$ cat config.mk
export PLATFORM = sky130hd
export DESIGN_NAME = dti_fifo_rd_ctrl
export DESIGN_NICKNAME = d
export VERILOG_FILES = /design/src/rtl/dti_fifo_rd_ctrl_pkg.sv /design/src/rtl/dti_fifo_rd_ctrl_gray_to_bin.sv /design/src/rtl/dti_fifo_rd_ctrl.sv
export SDC_FILE = /design/constraint.sdc
export NUM_CORES = 1
export LEC_CHECK = 0
export ABC_AREA = 1
export CORE_ASPECT_RATIO = 1.75
export CORE_MARGIN = 1
export CORE_UTILIZATION = 55
export CTS_CLUSTER_DIAMETER = 60
export DETAILED_ROUTE_END_ITERATION = 6
export PLACE_DENSITY = 0.87
export SETUP_SLACK_MARGIN = 0.05
export SLEW_MARGIN = 20
export SYNTH_ARGS = -nofsm -noshare
export SYNTH_HDL_FRONTEND = slang
export SYNTH_HIERARCHICAL = 1
export SYNTH_SLANG_ARGS = --single-unit
export TNS_END_PERCENT = 5
$ cat constraint.sdc
create_clock -name clk -period 5.8 [get_ports clk]
set_input_delay 1.45 -clock clk [delete_from_list [all_inputs] [get_ports clk]]
set_output_delay 1.45 -clock clk [all_outputs]
set_load 0.005 [all_outputs]
$ cat src/rtl/dti_fifo_rd_ctrl_pkg.sv
// Shared definitions for the dti_fifo read/write pointer controllers.
package dti_fifo_rd_ctrl_pkg;

  // Default depth of the pointer-crossing synchroniser.
  localparam int unsigned DTI_DEF_SYNC_STAGES = 2;

  // Pointer width: one extra MSB over the RAM address separates full from empty.
  function automatic int unsigned dti_ptr_width(input int unsigned addr_width);
    return addr_width + 1;
  endfunction

  // Binary to Gray conversion, shared with the write-side controller.
  function automatic logic [31:0] dti_bin2gray(input logic [31:0] bin);
    return bin ^ (bin >> 1);
  endfunction

endpackage

$ cat src/rtl/dti_fifo_rd_ctrl_gray_to_bin.sv
// Combinational Gray to binary converter used on the synchronised write pointer.
module dti_gray_to_bin
  import dti_fifo_rd_ctrl_pkg::*;
#(
  parameter int unsigned WIDTH = dti_ptr_width(4)
) (
  input  logic [WIDTH-1:0] i_gray,
  output logic [WIDTH-1:0] o_bin
);

  // Each binary bit is the XOR of all Gray bits at and above its position.
  always_comb begin
    o_bin = '0;
    for (int unsigned i = 0; i < WIDTH; i++) begin
      o_bin[i] = ^(i_gray >> i);
    end
  end

endmodule

$ cat src/rtl/dti_fifo_rd_ctrl.sv
// Read-domain pointer and flag controller of the dti_fifo asynchronous FIFO.
module dti_fifo_rd_ctrl
  import dti_fifo_rd_ctrl_pkg::*;
#(
  parameter int unsigned ADDR_WIDTH  = 4,
  parameter int unsigned SYNC_STAGES = DTI_DEF_SYNC_STAGES,
  parameter int unsigned AE_THRESH   = 1
) (
  input  logic                  clk,
  input  logic                  rst_n,
  input  logic                  rd_en,
  input  logic [ADDR_WIDTH:0]   wptr_gray,
  output logic [ADDR_WIDTH-1:0] raddr,
  output logic [ADDR_WIDTH:0]   rptr_gray,
  output logic                  empty,
  output logic                  almost_empty,
  output logic [ADDR_WIDTH:0]   rd_level,
  output logic                  underflow
);

  localparam int unsigned PW = dti_ptr_width(ADDR_WIDTH);
  localparam logic [PW-1:0] AE_T = PW'(AE_THRESH);

  logic [PW-1:0] r_sync [SYNC_STAGES];
  logic [PW-1:0] w_wgray_s;
  logic [PW-1:0] w_wbin_s;

  logic [PW-1:0] r_rbin;
  logic [PW-1:0] r_rgray;
  logic          r_empty;
  logic          r_almost_empty;
  logic [PW-1:0] r_rd_level;
  logic          r_underflow;

  logic          w_rd_fire;
  logic [PW-1:0] w_rbin_nxt;
  logic [PW-1:0] w_rgray_nxt;
  logic [PW-1:0] w_level_nxt;

  // Write-pointer synchroniser: one flop per stage, first stage samples the async input.
  for (genvar g = 0; g < SYNC_STAGES; g++) begin : g_sync
    if (g == 0) begin : g_first
      // Capture the asynchronous Gray write pointer.
      always_ff @(posedge clk or negedge rst_n) begin
        if (!rst_n) r_sync[0] <= '0;
        else        r_sync[0] <= wptr_gray;
      end
    end else begin : g_rest
      // Shift the pointer one stage further into the read domain.
      always_ff @(posedge clk or negedge rst_n) begin
        if (!rst_n) r_sync[g] <= '0;
        else        r_sync[g] <= r_sync[g-1];
      end
    end
  end

  assign w_wgray_s = r_sync[SYNC_STAGES-1];

  dti_gray_to_bin #(
    .WIDTH (PW)
  ) u_gray_to_bin (
    .i_gray (w_wgray_s),
    .o_bin  (w_wbin_s)
  );

  // Next read pointer and the level it leaves against the synchronised write pointer.
  always_comb begin
    w_rd_fire   = rd_en & ~r_empty;
    w_rbin_nxt  = r_rbin + {{(PW-1){1'b0}}, w_rd_fire};
    w_rgray_nxt = PW'(dti_bin2gray(32'(w_rbin_nxt)));
    w_level_nxt = w_wbin_s - w_rbin_nxt;
  end

  // Read pointers and registered flags; flags are computed from the post-read pointer.
  always_ff @(posedge clk or negedge rst_n) begin
    if (!rst_n) begin
      r_rbin         <= '0;
      r_rgray        <= '0;
      r_empty        <= 1'b1;
      r_almost_empty <= 1'b1;
      r_rd_level     <= '0;
      r_underflow    <= 1'b0;
    end else begin
      r_rbin         <= w_rbin_nxt;
      r_rgray        <= w_rgray_nxt;
      r_empty        <= (w_rgray_nxt == w_wgray_s);
      r_almost_empty <= (w_level_nxt <= AE_T);
      r_rd_level     <= w_level_nxt;
      r_underflow    <= rd_en & r_empty;
    end
  end

  assign raddr        = r_rbin[ADDR_WIDTH-1:0];
  assign rptr_gray    = r_rgray;
  assign empty        = r_empty;
  assign almost_empty = r_almost_empty;
  assign rd_level     = r_rd_level;
  assign underflow    = r_underflow;

endmodule

-- Word-level counts from Yosys, hierarchy flattened
Index checks and enable logic that the tools add are counted.
- $add $sub $neg: 2
- multiply operators: 0
- div/mod/pow operators: 0
- $lt $le $gt $ge: 1
- eq/ne operators: 1
- shifts and indexed selects: 0
- multiplexer cells: 0
- bitwise logic cells: 4
- reduce and logical (&&, ||, !) cells: 5
- operators by type and width (cell ; count):
    $reduce_xor 5->1 ; 5
    $add 5x1->5 ; 1
    $eq 5x5->1 ; 1
    $le 5x1->1 const B ; 1
    $sub 5x5->5 ; 1
    $xor 5x4->5 ; 1
    $and 1x1->1 ; 2
    $not 1->1 ; 1
- register bits: 28
- latch bits: 0
- bits in writable memories: 0
- bits in read-only memories: 0
- input port bits: 8
- output and inout port bits: 17
- logic and storage cells: 21
- memories kept: 0

-- Longest topological paths before layout
Gate-level depths: netlist of the first run.
- depth in word-level cells: 5
- gate-level depth with buffers: 16
- gate-level depth less buffers: 16

-- By module
Netlist of the first run, hierarchy kept.
- by module, submodules not included (module ; instances ; cells an instance ; area an instance (um2) ; seq. area each (um2)):
    dti_fifo_rd_ctrl ; 1 ; 144 ; 1243.7 ; 678.2
    dti_gray_to_bin ; 1 ; 24 ; 123.9 ; 0.0

-- Worst setup path after synthesis of the first run
Ideal clock, no wire load.
- kind: input to register
- start: in rd_en
- end: reg r_almost_empty, in the netlist almost_empty
- arrival time: 2.936 ns
- data required time: 5.736 ns
- slack: 2.800 ns
- cell stages on the path: 13
- path through: nand3_1 > inv_1 > ha_1 > nor2_1 > nor2_1 > ha_1 > nor2_1 > inv_1 > nand2_1 > nand2_2 > nor2_1 > nand3_1 > nor2_2
- cells in the longest elaborated chain, start to end: 4
- RTL lines (what ; line ; source):
    from (decl) ; dti_fifo_rd_ctrl.sv:11 ; input logic rd_en,
    $and 1x1->1 ; dti_fifo_rd_ctrl.sv:68 ; w_rd_fire = rd_en & ~r_empty;
    $add 5x1->5 ; dti_fifo_rd_ctrl.sv:69 ; w_rbin_nxt = r_rbin + {{(PW-1){1'b0}}, w_rd_fire};
    via w_rbin_nxt[1] ; dti_fifo_rd_ctrl.sv:36 ; logic [PW-1:0] w_rbin_nxt;
    $sub 5x5->5 ; dti_fifo_rd_ctrl.sv:71 ; w_level_nxt = w_wbin_s - w_rbin_nxt;
    via w_level_nxt[2] ; dti_fifo_rd_ctrl.sv:38 ; logic [PW-1:0] w_level_nxt;
    $le 5x1->1 ; dti_fifo_rd_ctrl.sv:87 ; r_almost_empty <= (w_level_nxt <= AE_T);
    to (signal assigned) ; dti_fifo_rd_ctrl.sv:87 ;
    to (decl) ; dti_fifo_rd_ctrl.sv:31 ; logic r_almost_empty;
The timed path passes the listed nets, and every way through them passes these cells.

-- Final worst setup path of the first run
Ends and elaborated chain as after synthesis.

==> results of run 1 <==
[flip-flops by register name, summed over array words and instances, names as in the netlist]
| name | count |
|---|---|
| r_rbin | 5 |
| r_sync | 5 |
| rd_level | 5 |
| w_wgray_s | 5 |
| rptr_gray | 4 |
| almost_empty | 1 |
| empty | 1 |
| underflow | 1 |
[layer usage]
metal  wire length (um)  part of all wire [%]
met4                 97                   3.7
met1                949                    36
met5                  0                     0
met2               1485                    57
met3                 71                   2.7
[stage by stage]
step	instance area [um2]	hold slack (ps)	util, %	std cells
after floorplan	1368	331.2	-	168
after global routing	1688	374.2	72.41	221
after CTS	1688	362.3	72.41	221
final	1688	359.4	72.41	221
after global placement	1639	333.7	70.32	217
after detailed placement	1639	340.3	70.32	217
[cells in the final DEF, fill, tap and decap left out, drive strengths merged]
cell,count
a21oi,1
buf,1
nand2,61
nand4,2
inv,30
nor2,12
nand3,25
clkbuf,3
ha,3
clkinvlp,1
o21ai,1
clkdlybuf4s50,24
o21bai,1
dfrtp,25
xor2,1
xnor2,3
dfstp,2
[Yosys cell counts, drive strengths merged]
| cell | number | area [um2] |
|---|---|---|
| xnor2 | 3 | 26.28 |
| buf | 1 | 7.510 |
| a21oi | 1 | 5.000 |
| dfrtp | 25 | 625.6 |
| dfstp | 2 | 52.55 |
| o21bai | 1 | 7.510 |
| o21ai | 1 | 5.000 |
| ha | 3 | 37.54 |
| nand3 | 25 | 140.1 |
| nor2 | 12 | 50.05 |
| xor2 | 1 | 8.760 |
| inv | 30 | 112.6 |
| nand4 | 2 | 12.51 |
| nand2 | 61 | 276.5 |
[final timing paths]
path | cells past startpoint | startpoint | slack, ps | endpoint
worst min-delay path | 0 | r_sync[8] | 360 | w_wgray_s[3]
worst max-delay path | 14 | rd_en | 2310 | almost_empty
min in group asynchronous | 2 | rst_n | 1530 | underflow
worst min register to register | 0 | r_sync[8] | 360 | w_wgray_s[3]
worst max register to register | 14 | empty | 3370 | almost_empty
max in group asynchronous | 2 | rst_n | 3960 | almost_empty
[where the power goes]
| part | leakage, nW | internal (mW) | total, mW | switching, mW |
|---|---|---|---|---|
| sequential | 0.319 | 0.250 | 0.290 | 0.0407 |
| clock | 0.0217 | 0.0487 | 0.107 | 0.0583 |
| combinational | 0.556 | 0.205 | 0.456 | 0.251 |
| total | 0.897 | 0.504 | 0.854 | 0.350 |
[worst max-delay path, cell delays in order]
cell             delay [ps]
clkdlybuf4s50_1         510
nand3_1                 170
inv_1                   100
ha_1                    290
nor2_1                  230
nor2_1                   90
ha_1                    190
nor2_1                  190
inv_1                    60
nand2_1                  80
nand2_2                  50
nor2_1                   80
nand3_1                  90
nor2_2                  110
[cell families (layout without fill, tap and decap cells)]
logic type | after synthesis | after routing | synth area share [%]
AO/OA/AOI/OAI | 3 | 3 | 1.280
XOR/XNOR | 4 | 4 | 2.562
adder cells (fa/ha/maj) | 3 | 3 | 2.745
buffers and inverters | 31 | 59 | 8.784
flip-flops | 27 | 27 | 49.59
AND/OR/NAND/NOR | 100 | 100 | 35.04
[area by class of cell]
cell class              count  area share (%)
clock inverters             1          0.4448
well taps                  25           1.853
multi-input cells         110           33.73
repair buffers             25           14.68
inverters                  30           6.672
clock buffers               3           2.446
flip-flops and latches     27           40.18
==> flow_summary.rst, run 1 <==
.. list-table::
   :header-rows: 1

   * - Metric
     - Value
   * - Antenna Violating Nets Remaining
     - 0
   * - Post-synthesis instance area
     - 1368 um2
   * - H-tree Lvls
     - 1
   * - Met3 Track Usage GR
     - around 3.6%
   * - Minimum clock period
     - 3487 ps
   * - Sequential element share of the synthesized area
     - 49.59%
   * - Number of distinct library cells after synthesis
     - 19
   * - Yosys warning total
     - 6
   * - Placeable Area
     - 2331 um2
   * - Final-report setup violation count
     - 0
   * - Slew @ Worst Pin
     - between 300 and 400 ps
   * - Unrepaired setup endpoints after global routing
     - no
   * - Largest buffer count on any clock path
     - 2
   * - Mean post-synth cell area
     - 8.140 um2
   * - Height of the die
     - 67.97 um
   * - Number of detailed-route iterations in the first pass
     - 4
   * - CTS tree
     - built
   * - Post-synthesis instance total
     - 168
   * - Clk sinks
     - 27
   * - Area added between synthesis and finish
     - 23.42%
   * - Tot Pwr
     - 0.8537 mW
   * - Critical Path Start Type
     - primary input
   * - Max Clock Freq
     - 286.8 MHz
   * - DRT iter0 DRCs
     - 31
   * - Clock latency reported for the late side of the worst-skew pair
     - 270 ps
   * - Post-Syn Nets
     - 179
   * - Final Hold Fails
     - 0
   * - Diodes inserted
     - 0
   * - Fillers
     - 164
   * - Largest net degree at the start of global routing
     - 28
   * - Chip width
     - 39.70 um
   * - Port Buffers
     - 24
   * - Inserted Clock Buffers
     - 3
   * - Aggregate negative setup slack
     - 0 ps
   * - Via density per instance
     - between 5 and 6
   * - Max Fanout on Critical Path
     - 6
   * - FF/Latch Area
     - 678.2 um2
   * - Per-cell routed wire length
     - between 10 and 15 um
   * - Initial antenna violation count
     - 0
   * - Fraction of final layout cells with drive strength greater than 1
     - 14.80%
   * - Signal arrival time at the worst endpoint
     - 3700 ps
   * - Post-CTS Hold Fix Bufs
     - 0
   * - Setup WS post-layout
     - 2313 ps
   * - Power density normalized to cell area
     - 505.8 nW/um2
   * - Fin nets
     - 208
   * - Share of the clock period used by the worst path after layout
     - 60.12%
   * - Root buf cell
     - clkbuf_8
   * - Number of pins with negative max-slew slack in the final report
     - 0
   * - Wire length of the first global-routing pass
     - 4202 um
   * - Run status
     - finished, final reports clean
   * - Area of the multi-input gates
     - 569.3 um2
   * - Critical path start-end classification
     - in2reg
   * - Clock skew after layout
     - 7.016 ps
   * - Cells resized by post-CTS repair
     - 0
   * - Remaining global-route overflow
     - 0
   * - Path class of the lowest-slack min-delay path
     - reg2reg
   * - Global-route usage over all layers
     - 22.45%
   * - Worst setup slack before clock tree synthesis
     - 2076 ps
   * - Global routing met2 resource utilization
     - 43.03%
   * - Number of top-level pins
     - 25
   * - Die Area
     - 2698 um2
   * - Register bit total from synthesis
     - 27
   * - Initial core utilization
     - 58.67%
   * - Static leakage
     - 0.8970 nW
   * - Tightest slew margin relative to the limit
     - 77.80%
   * - Total Routed Length
     - 2604 um
   * - Worst vdd ir
     - 257.0 uV
   * - Detailed Place HPWL
     - slightly above 2000 um
   * - Met1 GRT Util
     - 19.18%
   * - Vias
     - around 1100
   * - Critical path data required time
     - roughly 6000 ps
   * - Total of max-cap violations
     - 0
   * - Setup Fix Bufs, Post-CTS
     - 0
   * - DRC viols
     - 0
   * - Clock-pin slew reported for the worst setup and hold paths after clock tree synthesis
     - 100 ps
   * - Routability congestion estimate from global placement
     - 0.8424
   * - Kind of capture point of the worst setup path
     - flop
   * - Std cell rows
     - 23
   * - Number of global-route vias before repair
     - 1130
   * - Most Used Layer, Global Route
     - met2
Power figures use the tool's default switching activity.
==> inputs of run 2 (changes only) <==
--- a/config.mk
+++ b/config.mk
@@ -8,10 +8,10 @@
 export ABC_AREA = 1
 export CORE_ASPECT_RATIO = 1.75
 export CORE_MARGIN = 1
-export CORE_UTILIZATION = 55
+export CORE_UTILIZATION = 46
 export CTS_CLUSTER_DIAMETER = 60
 export DETAILED_ROUTE_END_ITERATION = 6
-export PLACE_DENSITY = 0.87
+export PLACE_DENSITY = 0.78
 export SETUP_SLACK_MARGIN = 0.05
 export SLEW_MARGIN = 20
 export SYNTH_ARGS = -nofsm -noshare
==> constraint.sdc (replaced) <==
create_clock -name clk -period 2.8 [get_ports clk]
set_input_delay 0.7 -clock clk [delete_from_list [all_inputs] [get_ports clk]]
set_output_delay 0.7 -clock clk [all_outputs]
set_load 0.005 [all_outputs]
==> flow_summary.rst, run 2 (synthesis results as in run 1) <==
.. list-table::
   :header-rows: 1

   * - Metric
     - Value
   * - Routability congestion estimate from global placement
     - 0.8064 (-4.3%)
   * - Tightest slew margin relative to the limit
     - 77.74% (about the same)
   * - DRT iter0 DRCs
     - 37 (+19%)
   * - Total of max-cap violations
     - 0 (unchanged)
   * - H-tree Lvls
     - 1 (unchanged)
   * - CP cell instances
     - clkdlybuf4s50_1, nand3_1, inv_1, ha_1, nor2_1, nor2_1, ha_1, nor2_1, inv_1, nand2_1, nand2_2, nor2_1, nand3_1, nor2_2
   * - Startpoint of the most critical setup path
     - rd_en
   * - Antenna Violating Nets Remaining
     - 0 (unchanged)
   * - Share of the clock period used by the worst path after layout
     - a little under 90%
   * - Wire length of the first global-routing pass
     - 4319 um (+2.8%)
   * - Inserted Clock Buffers
     - 3 (unchanged)
   * - Max Fanout on Critical Path
     - 3 (-3)
   * - Via density per instance
     - 4.973 (-4.3%)
   * - Aggregate negative setup slack
     - 0 ps (unchanged)
   * - Commonest non-fill, non-tap cell in the layout
     - nand2_1
   * - Static leakage
     - 0.9152 nW (+2.0%)
   * - Hold Crit Start
     - r_sync[9]
   * - Vias
     - 1124 (-2.1%)
   * - Slew @ Worst Pin
     - 333.8 ps (+0.7902 ps)
   * - Final Hold Fails
     - 0 (unchanged)
   * - Initial antenna violation count
     - 0 (unchanged)
   * - Fraction of final layout cells with drive strength greater than 1
     - 16.08% (+1.3 points)
   * - Final-report setup violation count
     - 0 (unchanged)
   * - Number of global-route vias before repair
     - 1057 (-6.5%)
   * - Per-cell routed wire length
     - 11.49 um (-2.5%)
   * - Largest net degree at the start of global routing
     - 28 (unchanged)
   * - Diodes inserted
     - 0 (unchanged)
   * - Kind of capture point of the worst setup path
     - flop
   * - Clock latency reported for the late side of the worst-skew pair
     - 270 ps (about the same)
   * - Run status
     - finished, final reports clean
   * - Chip width
     - 43.22 um (+8.9%)
   * - Detailed Place HPWL
     - 2033 um (-1.8%)
   * - Critical path start-end classification
     - in2reg
   * - Number of top-level pins
     - 25 (unchanged)
   * - Fillers
     - 245 (+49%)
   * - Largest buffer count on any clock path
     - 2 (unchanged)
   * - Critical register-to-register path startpoint
     - empty
   * - Cell repeated most along the worst path
     - nor2_1
   * - Remaining global-route overflow
     - 0 (unchanged)
   * - DRC viols
     - 0 (unchanged)
   * - Die Area
     - 3204 um2 (+19%)
   * - Commonest cells after routing, fill and taps aside
     - 46 x nand2_1, 28 x inv_1, 25 x dfrtp_1
   * - Critical Path Start Type
     - primary input
   * - CTS tree
     - built
   * - Minimum clock period
     - 2484 ps
   * - Number of pins with negative max-slew slack in the final report
     - 0 (unchanged)
   * - Fin nets
     - 211 (+1.4%)
   * - Unrepaired setup endpoints after global routing
     - no
   * - Port Buffers
     - 24 (unchanged)
   * - Post-placement cell area
     - 1664 um2 (+1.5%)
   * - Max Clock Freq
     - 402.6 MHz
   * - Slowest-stage cell, CP
     - clkdlybuf4s50_1
   * - Std cell rows
     - 25 (+8.7%)
   * - Global-route usage over all layers
     - 17.76% (-4.7 points)
   * - Height of the die
     - 74.13 um (+9.1%)
   * - Power density normalized to cell area
     - 1047 nW/um2 (+110%)
   * - Initial core utilization
     - 49.68% (-9.0 points)
   * - Final instance area
     - 1710 um2 (+1.3%)
   * - Top delay family on crit path
     - simple AND/OR/NAND/NOR gates
   * - Clk sinks
     - 27 (unchanged)
   * - Setup Fix Bufs, Post-CTS
     - 0 (unchanged)
   * - Critical path's largest stage delay
     - 440 ps (-70 ps)
   * - Clock skew after layout
     - 3.308 ps (-3.709 ps)
   * - Placeable Area
     - 2753 um2 (+18%)
   * - Path class of the lowest-slack min-delay path
     - reg2reg
   * - Root buf cell
     - clkbuf_8
   * - Worst vdd ir
     - 470.4 uV (+83%)
   * - Cells resized by post-CTS repair
     - 0 (unchanged)
   * - Clock-pin slew reported for the worst setup and hold paths after clock tree synthesis
     - 90 ps (about the same)
   * - Total Routed Length
     - 2596 um (-0.31%)
   * - Post-CTS Hold Fix Bufs
     - 0 (unchanged)
   * - Signal arrival time at the worst endpoint
     - 2700 ps (-1000 ps)
   * - Critical path data required time
     - 3010 ps (-3000 ps)
   * - Number of detailed-route iterations in the first pass
     - 4 (unchanged)
   * - Area added between synthesis and finish
     - 25.07%
   * - Critical path buffer and inverter count
     - 3 (unchanged)
run 2: cell count changes in the layout (fill, tap and decap cells not counted), sizes merged:
cell | before | now
buf | 1 | 4
clkinv | 0 | 1
clkinvlp | 1 | 0
run 2: power breakdown:
| part | internal [mW] | switching (mW) |
|---|---|---|
| combinational | 0.452 | 0.519 |
| sequential | 0.517 | 0.0817 |
| clock | 0.0996 | 0.123 |
run 2: worst paths after layout:
check                                to  slack (ps)  cells past startpoint
max in group asynchronous  almost_empty        1710                      2
hold / removal             w_wgray_s[4]         360                      0
min in group asynchronous     underflow         790                      2
setup reg to reg           almost_empty         590                     14
hold reg to reg            w_wgray_s[4]         360                      0
setup / recovery           almost_empty         320                     14
run 2: cell type report:
cell class	instances	area, um2	share of cell area (%)
clock inverter	1	5.005	0.2926
inverter	30	112.6	6.584
timing repair buffer	28	270.3	15.80
clock buffer	3	41.29	2.414
sequential	27	678.2	39.65
tap	27	33.78	1.975
multi-input combinational	110	569.3	33.28
run 2: stage by stage:
| stage | instances | util, % | setup WS [ps] | hold slack (ps) | total power [mW] |
|---|---|---|---|---|---|
| after floorplan | 168 | - | 550.1 | 331.2 | 1.183 |
| after CTS | 226 | 62.14 | 307.1 | 362.3 | 1.805 |
| after detailed placement | 222 | 60.45 | 45.67 | 341.3 | 1.583 |
| after global routing | 226 | 62.14 | 107.1 | 366.7 | 1.946 |
| after global placement | 222 | 60.45 | 138.5 | 334.2 | 1.545 |
| final | 226 | 62.14 | 316.4 | 359.7 | 1.792 |
run 2: layer usage:
layer  global-route usage [%]  share of wire [%]  up-vias
met4                    9.091                2.3        0
met1                    16.61                 38      526
li1                         -                  -      573
met2                    35.99                 58       19
met5                        0                  0        -
met3                    1.699                1.9        6
run 2: worst reg2reg max path, stage by stage, from the launching register on:
cell,delay [ps]
dfstp_2,580
inv_1,50
nand3_1,80
inv_1,50
ha_1,320
nor2_1,170
nor2_1,80
ha_1,180
nor2_1,190
inv_1,60
nand2_1,80
nand2_2,50
nor2_1,70
nand3_1,90
nor2_2,110
==> inputs of run 3 (changes only) <==
--- a/config.mk
+++ b/config.mk
@@ -6,9 +6,11 @@
 export NUM_CORES = 1
 export LEC_CHECK = 0
 export ABC_AREA = 1
+export CELL_PAD_IN_SITES_DETAIL_PLACEMENT = 1
+export CELL_PAD_IN_SITES_GLOBAL_PLACEMENT = 1
 export CORE_ASPECT_RATIO = 1.75
 export CORE_MARGIN = 1
-export CORE_UTILIZATION = 46
+export CORE_UTILIZATION = 34
 export CTS_CLUSTER_DIAMETER = 60
 export DETAILED_ROUTE_END_ITERATION = 6
 export PLACE_DENSITY = 0.78
==> flow_summary.rst, run 3 (synthesis results as in run 1) <==
.. list-table::
   :header-rows: 1

   * - Metric
     - Value
   * - Total of max-cap violations
     - 0 (unchanged)
   * - Final instance area
     - 1740 um2 (+1.8%)
   * - Via density per instance
     - 4.785 (-3.8%)
   * - Detailed Place HPWL
     - 2523 um (+24%)
   * - Worst setup slack before clock tree synthesis
     - -48.70 ps (-94.36 ps)
   * - Die Area
     - 4290 um2 (+34%)
   * - Number of global-route vias before repair
     - 1178 (+11%)
   * - Commonest cells after routing, fill and taps aside
     - 46 x nand2_1, 28 x inv_1, 25 x dfrtp_1
   * - Remaining global-route overflow
     - 0 (unchanged)
   * - Critical path start-end classification
     - in2reg
   * - Met3 Track Usage GR
     - 1.773% (+0.074 points)
   * - Largest net degree at the start of global routing
     - 28 (unchanged)
   * - Post-CTS Hold Fix Bufs
     - 0 (unchanged)
   * - Tightest slew margin relative to the limit
     - 76.19% (-1.6 points)
   * - Slowest-stage cell, CP
     - clkdlybuf4s50_1
   * - Critical path buffer and inverter count
     - 3 (unchanged)
   * - Wire length of the first global-routing pass
     - 5423 um (+26%)
   * - Final-report setup violation count
     - 0 (unchanged)
   * - Diodes inserted
     - 0 (unchanged)
   * - Clock latency reported for the late side of the worst-skew pair
     - 280 ps (about the same)
   * - Vias
     - 1182 (+5.2%)
   * - Fillers
     - 482 (+97%)
   * - Per-cell routed wire length
     - 12.99 um (+13%)
   * - Std cell rows
     - 30 (+20%)
   * - Initial antenna violation count
     - 0 (unchanged)
   * - Path class of the lowest-slack min-delay path
     - reg2reg
   * - Most Used Layer, Global Route
     - met2
   * - Max Clock Freq
     - 386.0 MHz (-4.1%)
   * - Antenna Violating Nets Remaining
     - 0 (unchanged)
   * - Tot Pwr
     - 1.854 mW (+3.5%)
   * - DRC viols
     - 0 (unchanged)
   * - Critical path data required time
     - 3030 ps (+20 ps)
   * - Signal arrival time at the worst endpoint
     - 2820 ps (+120 ps)
   * - Final instance count without filler cells
     - 247 (+9.3%)
   * - Cell repeated most along the worst path
     - nor2_1
   * - Top delay family on crit path
     - simple AND/OR/NAND/NOR gates
   * - Minimum clock period
     - 2591 ps (+107.4 ps)
   * - Global routing met2 resource utilization
     - 31.94% (-4.0 points)
   * - Kind of capture point of the worst setup path
     - flop
   * - Max Fanout on Critical Path
     - 3 (unchanged)
   * - Number of detailed-route iterations in the first pass
     - 4 (unchanged)
   * - Height of the die
     - 85.90 um (+16%)
   * - Port Buffers
     - 24 (unchanged)
   * - Clk sinks
     - 27 (unchanged)
   * - Area added between synthesis and finish
     - 27.26%
   * - Critical path's largest stage delay
     - 510 ps (+70 ps)
   * - Unrepaired setup endpoints after global routing
     - no
   * - Setup slack of the worst register-to-register path
     - 490 ps (-100 ps)
   * - Post-placement cell area
     - 1690 um2 (+1.6%)
   * - Root buf cell
     - clkbuf_8
   * - Clock-pin slew reported for the worst setup and hold paths after clock tree synthesis
     - 100 ps (about the same)
   * - Post-route core utilization
     - 45.02% (-17 points)
   * - Fin nets
     - 211 (unchanged)
   * - Slew @ Worst Pin
     - 357.1 ps (+23.29 ps)
   * - Run status
     - finished, final reports clean
   * - Placeable Area
     - 3866 um2 (+40%)
   * - Inserted Clock Buffers
     - 3 (unchanged)
   * - Number of top-level pins
     - 25 (unchanged)
   * - Clock skew after layout
     - 2.392 ps (-0.9154 ps)
   * - CTS tree
     - built
   * - Worst vdd ir
     - 418.7 uV (-11%)
   * - Setup Fix Bufs, Post-CTS
     - 0 (unchanged)
   * - Cells resized by post-CTS repair
     - 0 (unchanged)
   * - Global-route usage over all layers
     - 16.94% (-0.82 points)
   * - FF/Latch Area
     - 678.2 um2 (unchanged)
   * - Commonest non-fill, non-tap cell in the layout
     - nand2_1
   * - Setup WS post-layout
     - 209.0 ps (-107.4 ps)
   * - Area of the multi-input gates
     - 569.3 um2 (unchanged)
   * - Chip width
     - 49.94 um (+16%)
   * - Static leakage
     - 0.9158 nW (about the same)
   * - Initial core utilization
     - 35.37% (-14 points)
   * - DRT iter0 DRCs
     - 21 (-43%)
   * - Routability congestion estimate from global placement
     - 0.8649 (+7.3%)
   * - Power density normalized to cell area
     - 1065 nW/um2 (+1.7%)
   * - Fraction of final layout cells with drive strength greater than 1
     - 16.08% (unchanged)
   * - Total Routed Length
     - 3208 um (+24%)
   * - Final hold slack
     - 358.6 ps (-1.185 ps)
   * - CP cell instances
     - clkdlybuf4s50_1, nand3_1, inv_1, ha_1, nor2_1, nor2_1, ha_1, nor2_1, inv_1, nand2_1, nand2_2, nor2_1, nand3_1, nor2_2
   * - Share of the clock period used by the worst path after layout
     - 92.54% (+3.8 points)
   * - Placed cell count
     - 243 (+9.5%)
   * - Met1 GRT Util
     - 17.26% (+0.65 points)
   * - Largest buffer count on any clock path
     - 2 (unchanged)
   * - Critical Path Start Type
     - primary input
   * - Final Hold Fails
     - 0 (unchanged)
   * - Aggregate negative setup slack
     - 0 ps (unchanged)
   * - Number of pins with negative max-slew slack in the final report
     - 0 (unchanged)
   * - H-tree Lvls
     - 1 (unchanged)
run 3: cell types whose count changed in the layout (fill, tap and decap cells not counted), sizes merged:
cell    change
clkinv      -1
inv         +1
run 3: metal layers:
| metal | part of all wire (%) | up-vias |
|---|---|---|
| met1 | 39 | 585 |
| met4 | 3.7 | 0 |
| li1 | - | 571 |
| met3 | 1.3 | 8 |
| met5 | 0 | - |
| met2 | 56 | 18 |
run 3: worst paths after layout:
| kind | to | depth (start not counted) | startpoint |
|---|---|---|---|
| min in group asynchronous | rd_level[3] | 2 | rst_n |
| max in group asynchronous | empty | 2 | rst_n |
| max | almost_empty | 14 | rd_en |
| min | w_wgray_s[3] | 0 | r_sync[8] |
| min reg2reg | w_wgray_s[3] | 0 | r_sync[8] |
| max reg2reg | almost_empty | 14 | empty |
run 3: final cells by class:
class	count	area share, %
inverter	30	6.470
clock inverter	1	0.5032
multi-input combinational	110	32.71
clock buffer	3	2.372
sequential	27	38.96
tap	48	3.451
timing repair buffer	28	15.53
run 3: power by group:
group | total (mW) | switching, mW | internal, mW | leakage [nW]
Clock | 0.240 | 0.135 | 0.105 | 0.0261
Combinational | 1.01 | 0.558 | 0.454 | 0.571
Sequential | 0.602 | 0.0859 | 0.517 | 0.319
